### config.mk
export PLATFORM = sky130hd
export DESIGN_NAME = alex_spi_receiver
export DESIGN_NICKNAME = d
export VERILOG_FILES = /design/src/rtl/alex_spi_receiver.sv
export SDC_FILE = /design/constraint.sdc
export NUM_CORES = 1
export LEC_CHECK = 0
export ABC_CLOCK_PERIOD_IN_PS = 5000
export CAP_MARGIN = 20
export CELL_PAD_IN_SITES_DETAIL_PLACEMENT = 1
export CELL_PAD_IN_SITES_GLOBAL_PLACEMENT = 2
export CORE_ASPECT_RATIO = 0.5
export CORE_UTILIZATION = 39
export DETAILED_ROUTE_END_ITERATION = 8
export PLACE_DENSITY_LB_ADDON = 0.1
export SLEW_MARGIN = 20
export SYNTH_ARGS = -nofsm -noshare
export SYNTH_HDL_FRONTEND = slang
export SYNTH_SLANG_ARGS = --single-unit
### constraint.sdc
create_clock -name spi_clock -period 5 [get_ports spi_clock]
set_input_delay 0.5 -clock spi_clock [delete_from_list [all_inputs] [get_ports spi_clock]]
set_output_delay 0.5 -clock spi_clock [all_outputs]
set_load 0.01 [all_outputs]
### src/rtl/alex_spi_receiver.sv
// Alex serial control link deserialiser: synchronises data/clock/strobe, shifts MSB first,
// validates frame length at the strobe and optionally requires two identical frames.
module alex_spi_receiver #(
  parameter int WORD_BITS = 32,
  parameter int REPEAT    = 1,
  parameter int TIMEOUT   = 1024
) (
  input  logic                 spi_clock,
  input  logic                 reset,
  input  logic                 SPI_data_in,
  input  logic                 SPI_clock_in,
  input  logic                 Rx_load_strobe_in,
  output logic [WORD_BITS-1:0] Alex_data_out,
  output logic                 word_valid,
  output logic                 frame_error
);

  localparam int CW = $clog2(WORD_BITS + 2);
  localparam int TW = $clog2(TIMEOUT);

  typedef enum logic [1:0] {IDLE, SHIFT, CHECK} state_t;

  state_t               state, state_nx;
  logic [2:0]           data_sr, clk_sr, stb_sr;
  logic                 clk_edge, stb_edge, data_bit;
  logic [CW-1:0]        count, count_nx, count_inc;
  logic [TW-1:0]        tmo, tmo_nx;
  logic [WORD_BITS-1:0] shift, shift_nx, shifted;
  logic [WORD_BITS-1:0] cand, cand_nx, out_nx;
  logic                 cand_valid, cand_valid_nx, wv_nx, fe_nx;

  // [0],[1] synchroniser, [2] history; edge and data bit registered together so they stay aligned
  always_ff @(posedge spi_clock) begin
    if (reset) begin
      data_sr  <= '0;
      clk_sr   <= '0;
      stb_sr   <= '0;
      clk_edge <= 1'b0;
      stb_edge <= 1'b0;
      data_bit <= 1'b0;
    end else begin
      data_sr  <= {data_sr[1:0], SPI_data_in};
      clk_sr   <= {clk_sr[1:0], SPI_clock_in};
      stb_sr   <= {stb_sr[1:0], Rx_load_strobe_in};
      clk_edge <= clk_sr[1] & ~clk_sr[2];
      stb_edge <= stb_sr[1] & ~stb_sr[2];
      data_bit <= data_sr[1];
    end
  end

  assign shifted   = {shift[WORD_BITS-2:0], data_bit};
  assign count_inc = (count == CW'(WORD_BITS + 1)) ? count : count + 1'b1;

  always_ff @(posedge spi_clock) begin
    if (reset) state <= IDLE;
    else       state <= state_nx;
  end

  always_comb begin
    state_nx      = state;
    count_nx      = count;
    shift_nx      = shift;
    tmo_nx        = tmo;
    out_nx        = Alex_data_out;
    cand_nx       = cand;
    cand_valid_nx = cand_valid;
    wv_nx         = 1'b0;
    fe_nx         = 1'b0;
    case (state)
      IDLE: begin
        tmo_nx = '0;
        if (clk_edge) begin
          shift_nx = shifted;
          count_nx = CW'(1);
          state_nx = stb_edge ? CHECK : SHIFT;
        end else if (stb_edge) begin
          fe_nx = 1'b1;
        end
      end
      SHIFT: begin
        if (clk_edge) begin
          shift_nx = shifted;
          count_nx = count_inc;
          tmo_nx   = '0;
        end
        if (stb_edge) begin
          state_nx = CHECK;
          tmo_nx   = '0;
        end else if (!clk_edge) begin
          if (tmo == TW'(TIMEOUT - 1)) begin
            fe_nx    = 1'b1;
            count_nx = '0;
            tmo_nx   = '0;
            state_nx = IDLE;
          end else begin
            tmo_nx = tmo + 1'b1;
          end
        end
      end
      CHECK: begin
        if (count != CW'(WORD_BITS)) begin
          fe_nx = 1'b1;
        end else if (REPEAT == 0) begin
          out_nx = shift;
          wv_nx  = 1'b1;
        end else if (cand_valid && shift == cand) begin
          out_nx        = shift;
          wv_nx         = 1'b1;
          cand_valid_nx = 1'b0;
        end else begin
          cand_nx       = shift;
          cand_valid_nx = 1'b1;
        end
        tmo_nx   = '0;
        count_nx = '0;
        state_nx = IDLE;
        // a serial-clock edge during CHECK starts the next frame
        if (clk_edge) begin
          shift_nx = shifted;
          count_nx = CW'(1);
          state_nx = SHIFT;
        end
      end
      default: state_nx = IDLE;
    endcase
  end

  always_ff @(posedge spi_clock) begin
    if (reset) begin
      count         <= '0;
      tmo           <= '0;
      shift         <= '0;
      cand          <= '0;
      cand_valid    <= 1'b0;
      Alex_data_out <= '0;
      word_valid    <= 1'b0;
      frame_error   <= 1'b0;
    end else begin
      count         <= count_nx;
      tmo           <= tmo_nx;
      shift         <= shift_nx;
      cand          <= cand_nx;
      cand_valid    <= cand_valid_nx;
      Alex_data_out <= out_nx;
      word_valid    <= wv_nx;
      frame_error   <= fe_nx;
    end
  end

endmodule

==> flow_metrics.tcl <==
set metrics [dict create \
    synth_area_sq_um 6177 \
    slew_headroom_pct 29.76 \
    fp.dieH_um 90.99 \
    path_max_fanout 32 \
    clock_latency_ns 0.42 \
    ctsResizeCount 0 \
    hold_ws_ns 0.3889 \
    drive_gt1_share_pct 6.971 \
    syn_inst 724 \
    fmax_ghz 0.3263 \
    vias_per_cell 5.564 \
    antenna_left 0 \
    placement.io_buffers 38 \
    antenna_found_initial 0 \
    r2r.worst_path.cells 5 \
    area_growth_syn_to_layout_pct 19.38 \
    multiInputGateArea_sq_um 3411 \
    worstSetupPathType "reg -> reg" \
    holdCritPathClass "reg -> reg" \
    drt_wl_total_um 16790 \
    core_area_sq_um 15450 \
    p_leak_nw 2.460 \
    rows 32 \
    worstMarginPinSlew_ns 1.054 \
    synthSimpleGateAreaFrac_pct 26.94 \
    finalCritPeriodShare_pct 61.29 \
    design_area_sq_um 7375 \
    seq_area_frac_synth_pct 41.48 \
    cts_tree "yes" \
    num-fill-cells 1772 \
    synth_cell_type_count 40 \
    synth_top_family_by_area "simple AND/OR/NAND/NOR gates" \
    syn_area_per_cell_sq_um 8.532 \
    grt_pass1_wl_um 28190 \
    post_drt_wl_per_cell_um 17.67 \
    synth-compound-area-share_pct 15.84 \
    seq_area_sq_um 2562 \
    grt_use_total_pct 21.79 \
    cts.reportedPaths.clkPinSlew_ns 0.06 \
    rrSetupSlack_ns 1.94 \
    synth_mux_area_share_pct 5.347 \
    cts_setup_buffers 0 \
    period_needed_ns 3.064 \
    r2r_start "shift[17]$_SDFFE_PP0P_" \
    synth_top_area_share_pct 41.48 \
    skew_ns 0.008520 \
    ctsHoldBuffers 0 \
    cts-root-buf "clkbuf_16" \
    hold_violations 0 \
    rsz0062_at_grt "false" \
    rr_endpoint "Alex_data_out[28]$_SDFFE_PP0P_" \
    num_vias 5286 \
    peakVddDrop_uv 230.1 \
    htree_levels 4 \
    remaining_drc_errors 0 \
    gp_congestion 0.7377 \
    endpoint_kind "register" \
    cts_sinks 128 \
    initial_utilization_pct 39.97 \
    synth_seq_cells 128 \
    syn_nets 737 \
    cp-start-kind "register" \
    place.detailed.hpwl_um 10430 \
    cp_data_required_time_ns 5.26 \
    grt_pass1_vias 5268 \
    fin_nets 747 \
    status "finished clean" \
    firstDrtPassIters 4 \
    diodes 0 \
    critPathCapture "Alex_data_out[28]$_SDFFE_PP0P_" \
    cap_violations 0 \
    numCtsBuffers 17 \
    synthXorXnorAreaFrac_pct 4.537 \
    power_density_nw_per_um2 341.5 \
    dieArea_sq_um 16380 \
    synth-adder-area-share_pct 1.620 \
    arrival_ns 3.33 \
    finalSetupViolations 0 \
    slew_violations 0 \
    ys.warnings.count 0 \
    grt_overflow_total 0 \
    yosys-top-cells-area "dfxtp_1 41%, nand2b_1 6.7%, mux2i_1 5.3%, nand2_1 4.8%, nor2b_1 4.7%" \
    yosys.area.top_type "dfxtp_1" \
    die_w_um 180.0 \
    place_area_sq_um 6700 \
    drtIter0Drc 312 \
    pin_count 39 \
    ctsLongestPathBuffers 2 \
    startpoint "shift[17]$_SDFFE_PP0P_" \
    grt_start_max_net_pins 98 \
    setup_tns_ns 0 \
]
==> routing by layer <==
metal / part of all wire (%) / global-route usage (%) / up-vias
li1: - / - / 2604
met1: 52 / 30.32 / 2608
met2: 44 / 33.59 / 63
met3: 3.4 / 5.335 / 11
met4: 0.94 / 5.603 / 0
met5: 0 / 0 / -
==> report_power, final <==
part,switching [mW],total (mW),internal [mW]
registers,0.00297,1.03,1.02
clock network,0.486,1.43,0.948
logic,0.0364,0.0575,0.0211
==> kinds of logic (layout without fill, tap and decap cells) <==
family,after synthesis,in the layout
simple gates,317,317
compound gates,143,143
flops,128,128
buf+inv,63,85
mux,33,33
xor+xnor,32,32
fa+ha+maj,8,8
==> area by class of cell <==
class,count,share of cell area [%]
Multi-Input combinational cell,533,46.25
Sequential cell,128,34.75
Timing Repair Buffer,47,6.040
Clock buffer,18,5.955
Tap cell,204,3.461
Clock inverter,13,3.190
Inverter,7,0.3563
==> metrics by stage <==
step                setup slack (ns)  power [mW]  utilization [%]  instances
floorplan                      2.831       1.090                -        724
global route                   1.810       2.602            47.72        950
CTS                            1.966       2.554            47.72        950
finish                         1.936       2.519            47.72        950
global placement               2.084       1.108            43.31        919
detailed placement             1.977       1.108            43.35        919
==> worst max-delay path: stages (launching register included) <==
cell     delay (ns)
dfxtp_1        0.35
xnor2_1        0.39
nand4_1        0.26
or3_1          0.45
or4_2          1.16
mux2i_1        0.25
==> cell usage after synthesis (all sizes together) <==
| master | instances |
|---|---|
| ha | 8 |
| nor2b | 46 |
| a21o | 2 |
| o41a | 1 |
| mux2i | 33 |
| clkbuf | 51 |
| nand2b | 66 |
| nor4 | 2 |
| a21oi | 50 |
| buf | 5 |
| or3 | 4 |
| a22oi | 34 |
| nand3b | 1 |
| o21ai | 9 |
| a311oi | 2 |
| a22o | 1 |
| o41ai | 3 |
| nand2 | 79 |
| o22ai | 2 |
| xnor2 | 32 |
| or3b | 1 |
| nor2 | 48 |
| nor3 | 9 |
| dfxtp | 128 |
| a31oi | 2 |
| and4 | 1 |
| inv | 7 |
| a32o | 1 |
| nor4b | 1 |
| a211oi | 2 |
| nand4 | 41 |
| or4 | 4 |
| and3 | 1 |
| nand4b | 1 |
| or2 | 2 |
| o311ai | 32 |
| a41o | 1 |
| a2bb2oi | 1 |
| nand3 | 10 |
==> worst min-delay path by stage <==
stage	cells past startpoint	endpoint	startpoint
finish	1	clk_edge$_SDFF_PP0_	clk_sr[2]$_SDFF_PP0_
CTS	1	clk_edge$_SDFF_PP0_	clk_sr[2]$_SDFF_PP0_
global route	1	clk_edge$_SDFF_PP0_	clk_sr[2]$_SDFF_PP0_
floorplan	1	clk_edge$_SDFF_PP0_	clk_sr[2]$_SDFF_PP0_
global placement	1	clk_edge$_SDFF_PP0_	clk_sr[2]$_SDFF_PP0_
detailed placement	1	clk_edge$_SDFF_PP0_	clk_sr[2]$_SDFF_PP0_
==> sequential cells by signal, indices dropped and copies added, names as in the netlist, 2 cells and up <==
name,count
Alex_data_out,32
cand,32
shift,32
tmo,10
count,6
clk_sr,3
stb_sr,3
data_sr,2
state,2
==> cell usage in the layout (no fill, tap or decap), types with 3 or more instances in the layout <==
cell type	count
dfxtp_1	128
nand2_1	79
nand2b_1	66
a21oi_1	50
nor2b_1	46
nor2_1	45
nand4_1	41
clkdlybuf4s50_1	37
a22oi_1	34
mux2i_1	33
xnor2_1	32
o311ai_0	32
clkbuf_16	17
buf_4	10
nand3_1	9
o21ai_0	9
nor3_1	8
ha_1	8
inv_1	7
bufinv_16	6
or3_1	4
or4_1	3
o41ai_1	3
clkinv_4	3
Power figures use the tool's default switching activity.
